==> src/rtl/id_pkg.sv <==
// Shared decode definitions for the ID stage and EXE consumers: opcodes, ALUop
// encodings, the control-word layout and the opcode decoder.
package id_pkg;

   localparam logic [5:0] OP_R    = 6'b000000;
   localparam logic [5:0] OP_LW   = 6'b100011;
   localparam logic [5:0] OP_SW   = 6'b101011;
   localparam logic [5:0] OP_BEQ  = 6'b000100;
   localparam logic [5:0] OP_J    = 6'b000010;
   localparam logic [5:0] OP_ADDI = 6'b001000;
   localparam logic [5:0] OP_ORI  = 6'b001101;

   localparam logic [1:0] ALUOP_ADD   = 2'b00;
   localparam logic [1:0] ALUOP_SUB   = 2'b01;
   localparam logic [1:0] ALUOP_FUNCT = 2'b10;
   localparam logic [1:0] ALUOP_OR    = 2'b11;

   // Field order is fixed: EXE slices this word by position.
   typedef struct packed {
      logic       reg_dst;
      logic       alu_src;
      logic       branch;
      logic       jump;
      logic       mem_write;
      logic       mem_read;
      logic       mem_to_reg;
      logic       reg_write;
      logic [1:0] alu_op;
      logic       illegal;
      logic       ext_op;
   } ctrl_t;

   function automatic ctrl_t decode_op(input logic [5:0] op);
      ctrl_t c;
      c = '0;
      case (op)
         OP_R: begin
            c.alu_op    = ALUOP_FUNCT;
            c.reg_dst   = 1'b1;
            c.reg_write = 1'b1;
         end
         OP_LW: begin
            c.alu_op     = ALUOP_ADD;
            c.alu_src    = 1'b1;
            c.mem_read   = 1'b1;
            c.mem_to_reg = 1'b1;
            c.reg_write  = 1'b1;
            c.ext_op     = 1'b1;
         end
         OP_SW: begin
            c.alu_op    = ALUOP_ADD;
            c.alu_src   = 1'b1;
            c.mem_write = 1'b1;
            c.ext_op    = 1'b1;
         end
         OP_BEQ: begin
            c.alu_op = ALUOP_SUB;
            c.branch = 1'b1;
            c.ext_op = 1'b1;
         end
         OP_J: begin
            c.jump = 1'b1;
         end
         OP_ADDI: begin
            c.alu_op    = ALUOP_ADD;
            c.alu_src   = 1'b1;
            c.reg_write = 1'b1;
            c.ext_op    = 1'b1;
         end
         OP_ORI: begin
            c.alu_op    = ALUOP_OR;
            c.alu_src   = 1'b1;
            c.reg_write = 1'b1;
         end
         // Unknown opcodes carry no side effects, only the illegal flag.
         default: c.illegal = 1'b1;
      endcase
      return c;
   endfunction

endpackage

==> src/rtl/id_regfile.sv <==
// NREGS x XLEN register file: two combinational reads, one synchronous write,
// r0 hardwired to zero. Define REGFILE_BYPASS_EN to forward same-cycle WB data.
module id_regfile #(
   parameter int unsigned XLEN  = 32,
   parameter int unsigned NREGS = 32,
   parameter int unsigned AW    = $clog2(NREGS)
) (
   input  logic            clk,
   input  logic            rst,
   input  logic            we,
   input  logic [AW-1:0]   waddr,
   input  logic [XLEN-1:0] wdata,
   input  logic [AW-1:0]   raddr_a,
   output logic [XLEN-1:0] rdata_a,
   input  logic [AW-1:0]   raddr_b,
   output logic [XLEN-1:0] rdata_b
);

   logic [XLEN-1:0] regs_q [NREGS];
   logic            wr_en;

   assign wr_en = we && (waddr != '0);

   // Register array; entry 0 is never written so it stays zero.
   always_ff @(posedge clk or negedge rst) begin
      if (!rst) begin
         for (int i = 0; i < int'(NREGS); i++) regs_q[i] <= '0;
      end else if (wr_en) begin
         regs_q[waddr] <= wdata;
      end
   end

   // Read ports, with optional same-cycle forwarding of the WB write.
   always_comb begin
      rdata_a = regs_q[raddr_a];
      rdata_b = regs_q[raddr_b];
`ifdef REGFILE_BYPASS_EN
      if (wr_en && (waddr == raddr_a)) rdata_a = wdata;
      if (wr_en && (waddr == raddr_b)) rdata_b = wdata;
`endif
      if (raddr_a == '0) rdata_a = '0;
      if (raddr_b == '0) rdata_b = '0;
   end

endmodule

==> src/rtl/id_stage_pipe.sv <==
// Decode stage: opcode decode, register read, load-use hazard detection and the
// ID/EXE pipeline register. REGFILE_BYPASS_EN selects WB->ID forwarding; without
// it, an ID read of the register WB is writing stalls one cycle instead.
module id_stage_pipe
   import id_pkg::*;
#(
   parameter int unsigned XLEN  = 32,
   parameter int unsigned NREGS = 32,
   parameter int unsigned AW    = $clog2(NREGS)
) (
   input  logic            clk,
   input  logic            rst,
   input  logic            if_valid,
   input  logic [31:0]     if_instr,
   input  logic [XLEN-1:0] if_pc,
   input  logic            flush_in,
   input  logic            wb_we,
   input  logic [AW-1:0]   wb_dst,
   input  logic [XLEN-1:0] wb_data,
   output logic            stall_out,
   output logic            ex_valid,
   output ctrl_t           ex_ctrl,
   output logic [XLEN-1:0] ex_rs_data,
   output logic [XLEN-1:0] ex_rt_data,
   output logic [XLEN-1:0] ex_imm,
   output logic [XLEN-1:0] ex_pc,
   output logic [AW-1:0]   ex_rs_add,
   output logic [AW-1:0]   ex_rt_add,
   output logic [AW-1:0]   ex_rd_add,
   output logic [4:0]      ex_shamt,
   output logic [25:0]     ex_jaddr
);

   logic [5:0]      opcode;
   logic [AW-1:0]   rs, rt, rd;
   ctrl_t           ctrl;
   logic [XLEN-1:0] rs_data, rt_data, imm;
   logic            uses_rt, haz, bubble;

   logic            valid_d, valid_q;
   ctrl_t           ctrl_d, ctrl_q;
   logic [XLEN-1:0] rs_data_d, rs_data_q, rt_data_d, rt_data_q;
   logic [XLEN-1:0] imm_d, imm_q, pc_d, pc_q;
   logic [AW-1:0]   rs_d, rs_q, rt_d, rt_q, rd_d, rd_q;
   logic [4:0]      shamt_d, shamt_q;
   logic [25:0]     jaddr_d, jaddr_q;

   assign opcode = if_instr[31:26];
   assign rs     = if_instr[21 +: AW];
   assign rt     = if_instr[16 +: AW];
   assign rd     = if_instr[11 +: AW];
   assign ctrl   = decode_op(opcode);
   assign imm    = ctrl.ext_op ? {{(XLEN-16){if_instr[15]}}, if_instr[15:0]}
                               : {{(XLEN-16){1'b0}}, if_instr[15:0]};

   id_regfile #(
      .XLEN  (XLEN),
      .NREGS (NREGS),
      .AW    (AW)
   ) u_regfile (
      .clk     (clk),
      .rst     (rst),
      .we      (wb_we),
      .waddr   (wb_dst),
      .wdata   (wb_data),
      .raddr_a (rs),
      .rdata_a (rs_data),
      .raddr_b (rt),
      .rdata_b (rt_data)
   );

   // Hazard detection: load-use, plus WB-read collision when not forwarding.
   always_comb begin
      uses_rt = (opcode == OP_R) || (opcode == OP_SW) || (opcode == OP_BEQ);
      haz = valid_q && ctrl_q.mem_read && (rt_q != '0) && if_valid &&
            ((rt_q == rs) || ((rt_q == rt) && uses_rt));
`ifndef REGFILE_BYPASS_EN
      if (wb_we && (wb_dst != '0) && ((wb_dst == rs) || (wb_dst == rt))) haz = 1'b1;
`endif
      bubble = flush_in || haz;
      // Reset clears the stall combinationally; flush overrides a hazard.
      stall_out = rst && haz && !flush_in;
   end

   // Next ID/EXE contents: decoded fields, or an all-zero bubble.
   always_comb begin
      valid_d   = 1'b0;
      ctrl_d    = '0;
      rs_data_d = '0;
      rt_data_d = '0;
      imm_d     = '0;
      pc_d      = '0;
      rs_d      = '0;
      rt_d      = '0;
      rd_d      = '0;
      shamt_d   = '0;
      jaddr_d   = '0;
      if (!bubble) begin
         valid_d   = if_valid;
         ctrl_d    = ctrl;
         rs_data_d = rs_data;
         rt_data_d = rt_data;
         imm_d     = imm;
         pc_d      = if_pc;
         rs_d      = rs;
         rt_d      = rt;
         rd_d      = rd;
         shamt_d   = if_instr[10:6];
         jaddr_d   = if_instr[25:0];
      end
   end

   // ID/EXE pipeline register.
   always_ff @(posedge clk or negedge rst) begin
      if (!rst) begin
         valid_q   <= 1'b0;
         ctrl_q    <= '0;
         rs_data_q <= '0;
         rt_data_q <= '0;
         imm_q     <= '0;
         pc_q      <= '0;
         rs_q      <= '0;
         rt_q      <= '0;
         rd_q      <= '0;
         shamt_q   <= '0;
         jaddr_q   <= '0;
      end else begin
         valid_q   <= valid_d;
         ctrl_q    <= ctrl_d;
         rs_data_q <= rs_data_d;
         rt_data_q <= rt_data_d;
         imm_q     <= imm_d;
         pc_q      <= pc_d;
         rs_q      <= rs_d;
         rt_q      <= rt_d;
         rd_q      <= rd_d;
         shamt_q   <= shamt_d;
         jaddr_q   <= jaddr_d;
      end
   end

   assign ex_valid   = valid_q;
   assign ex_ctrl    = ctrl_q;
   assign ex_rs_data = rs_data_q;
   assign ex_rt_data = rt_data_q;
   assign ex_imm     = imm_q;
   assign ex_pc      = pc_q;
   assign ex_rs_add  = rs_q;
   assign ex_rt_add  = rt_q;
   assign ex_rd_add  = rd_q;
   assign ex_shamt   = shamt_q;
   assign ex_jaddr   = jaddr_q;

endmodule

==> config.mk <==
export PLATFORM = sky130hd
export DESIGN_NAME = id_stage_pipe
export DESIGN_NICKNAME = d
export VERILOG_FILES = /design/src/rtl/id_pkg.sv /design/src/rtl/id_regfile.sv /design/src/rtl/id_stage_pipe.sv
export SDC_FILE = /design/constraint.sdc
export NUM_CORES = 2
export LEC_CHECK = 0
export ABC_AREA = 1
export ABC_CLOCK_PERIOD_IN_PS = 4600
export CAP_MARGIN = 20
export CORE_ASPECT_RATIO = 0.6
export CORE_MARGIN = 3
export CORE_UTILIZATION = 50
export CTS_CLUSTER_DIAMETER = 50
export DETAILED_ROUTE_END_ITERATION = 10
export PLACE_DENSITY = 0.68
export SLEW_MARGIN = 25
export SYNTH_ARGS = -nofsm -noshare
export SYNTH_HDL_FRONTEND = slang
export SYNTH_SLANG_ARGS = --single-unit
==> constraint.sdc <==
create_clock -name clk -period 4.6 [get_ports clk]
set_input_delay 0.69 -clock clk [delete_from_list [all_inputs] [get_ports clk]]
set_output_delay 0.69 -clock clk [all_outputs]
set_load 0.02 [all_outputs]
==> impl_metrics.tcl <==
set metrics [dict create \
    multi_input_area_um2 27700 \
    drive_above_1_share_pct 3.96 \
    grt_pass1_wl_um 367000 \
    io_buffers 293 \
    fin_crit_ns 4.10 \
    irDropWorstVdd_v 0.000312 \
    first_pass_iters 7 \
    avgSynthCellArea_um2 6.90 \
    drv_slew 0 \
    cts_root_buffer "clkbuf_16" \
    relSlewSlack_pct 8.98 \
    place_congestion 0.885 \
    die_area_um2 133000 \
    dp.final_hpwl_um 127000 \
    cp.arrival_ns 3.41 \
    grt_pass1_vias 59500 \
    worstSkewPairLatency_ns 0.78 \
    rsz0062_at_grt "no" \
    worst_pin_slew_ns 1.37 \
    cts_inserted_buffers 116 \
    setup_viol 0 \
    yosysSeqAreaShare_pct 45.1 \
    cp.required_ns 3.91 \
    outcome "finished clean" \
    synth_cell_types 26 \
    holdPathStages 0 \
    drt_wl_total_um 242000 \
    vias 63500 \
    clkSinkCount 1159 \
    synthCells 9326 \
    seq_area_um2 29000 \
    min-delay-start "u_regfile.regs_q[1013]" \
    drc 0 \
    crit_start "wb_dst[2]" \
    synth_warnings 0 \
    cts_tree "done" \
    viasPerCell 5.88 \
    cts_buffer_depth 3 \
    ys_seq_elements 1159 \
    worst_clock_skew_ns 0.0272 \
    nFillCells 12000 \
    grt_start_max_net_pins 210 \
    rrSetupSlack_ns 1.92 \
    hold_viol_final 0 \
    fin_total_pwr_mw 29.3 \
    row_count 101 \
    max_freq_ghz 0.244 \
    tns_ns 0 \
    ios 294 \
    syn_nets 9432 \
    area_growth_pct 10.6 \
    synth_area_um2 64400 \
    r2r_start "ex_jaddr[16]" \
    die_h_um 284 \
    p_leak_nw 36.1 \
    clk_pin_slew_worst_paths_ns 0.06 \
    cp-end-kind "output port" \
    worstPathMaxFanout 7 \
    reg2reg_depth 8 \
    fp.dieW_um 469 \
    grt_use_total_pct 35.5 \
    htree_num_levels 3 \
    critPathKind "input port to output port" \
    critPathLaunchType "input port" \
    finalWorstSetupSlack_ns 0.499 \
    power_density_nw_per_um2 412 \
    fin_nets 9115 \
    hold_path_class "flip-flop to flip-flop" \
    pre_cts_slack_ns 0.530 \
    fin_crit_sh_pct 89.2 \
    cap_viol_max_count 0 \
    ant_nets 0 \
    drt-initial-drc-count 9267 \
    fp.coreArea_um2 127000 \
    antenna_found_initial 4 \
    start_util_pct 50.6 \
    wl_per_cell_um 22.4 \
    grt-ovfl-total 0 \
]
-- per-stage QoR --
| stage | hold WS (ns) | cell area, um2 | cells | util [%] |
|---|---|---|---|---|
| 2_1_floorplan | 0.394 | 64400 | 9326 | - |
| 3_3_place_gp | 0.365 | 67200 | 10600 | 52.8 |
| 5_1_grt | 0.386 | 71200 | 10800 | 56.0 |
| 3_5_place_dp | 0.366 | 67200 | 10600 | 52.9 |
| 6_report | 0.377 | 71200 | 10800 | 56.0 |
| 4_1_cts | 0.380 | 71200 | 10800 | 56.0 |
-- Yosys cell counts, drive strengths merged --
library cell | count | area (um2)
buf | 335 | 1800
nor2 | 188 | 711
nand2 | 3044 | 11500
nor4 | 2 | 42.5
a21oi | 2 | 10.0
o21ai | 992 | 4960
nor3 | 12 | 138
inv | 1096 | 4110
nand4 | 4 | 25.0
dfrtp | 1159 | 29000
clkbuf | 498 | 1880
nand3 | 1916 | 9590
o211ai | 64 | 480
xnor2 | 6 | 52.6
xor2 | 8 | 70.1
-- state kept, by name, summed over array words and instances (netlist names) --
register and cells:
ex_jaddr 26, ex_pc 32, ex_rt_data 32, u_regfile.regs_q 1024
ex_rs_data 32, ex_valid 1, ex_imm 1, ex_ctrl 11
-- routing by layer --
metal | track usage (%) | part of all wire (%)
met5 | 0 | 0.0054
met4 | 16.9 | 5.5
met3 | 8.41 | 12
met2 | 52.4 | 42
met1 | 49.2 | 40
-- cell usage in the layout (no fill, tap or decap), types with 7 or more instances in the layout --
| cell type | instances |
|---|---|
| nor2_1 | 186 |
| bufinv_16 | 11 |
| o21ai_0 | 982 |
| inv_2 | 7 |
| dfrtp_1 | 1159 |
| clkbuf_8 | 27 |
| nand3_1 | 1913 |
| clkbuf_16 | 117 |
| buf_4 | 66 |
| xor2_1 | 8 |
| clkbuf_1 | 26 |
| clkinv_2 | 20 |
| inv_1 | 1080 |
| o21ai_1 | 10 |
| nand2_2 | 11 |
| o211ai_1 | 64 |
| buf_12 | 39 |
| nand2_1 | 3015 |
| clkdlybuf4s50_1 | 282 |
| nand2_4 | 17 |
-- final timing paths --
check | end
setup / recovery | stall_out
hold / removal | u_regfile.regs_q[1013]
setup reg to reg | ex_jaddr[7]
hold reg to reg | u_regfile.regs_q[1013]
max in group asynchronous | ex_pc[2]
min in group asynchronous | u_regfile.regs_q[682]
-- where the power goes --
group / internal (mW) / leakage [nW] / switching, mW / total [mW]
Sequential: 11.9 / 15.0 / 0.925 / 12.8
Combinational: 2.17 / 19.2 / 4.20 / 6.37
Clock: 5.73 / 1.95 / 4.35 / 10.1
-- cell families (layout without fill, tap and decap cells) --
logic type,after synthesis,in the layout,synth area share (%)
simple gates,5166,5166,34.2
buf+inv,1929,1705,12.1
flops,1159,1159,45.1
compound gates,1058,1058,8.47
xor+xnor,14,14,0.190
other cells,0,2,0
-- repair_timing --
item | 4_1_cts | 5_1_grt
setup buffers | 0 | 0
endpoints found under the hold margin | 39 | 0
gates resized for setup | 0 | 0
hold buffers | 1 | 0
-- critical path: stages --
cell and delay [ns]:
clkdlybuf4s50_1 0.72, xor2_1 0.29, nor2_1 0.12, nand3_1 0.09, nand2_1 0.08, nand2_1 0.18
a21oi_1 0.53, clkdlybuf4s50_1 0.71
-- final cells by class --
cell class | instances | area share, %
Antenna cell | 2 | 0.00703
Tap cell | 1699 | 2.99
Multi-Input combinational cell | 6238 | 38.9
Sequential cell | 1159 | 40.7
Clock buffer | 170 | 4.77
Timing Repair Buffer | 398 | 5.96
Clock inverter | 41 | 0.789
Inverter | 1096 | 5.84
Power figures use the tool's default switching activity.
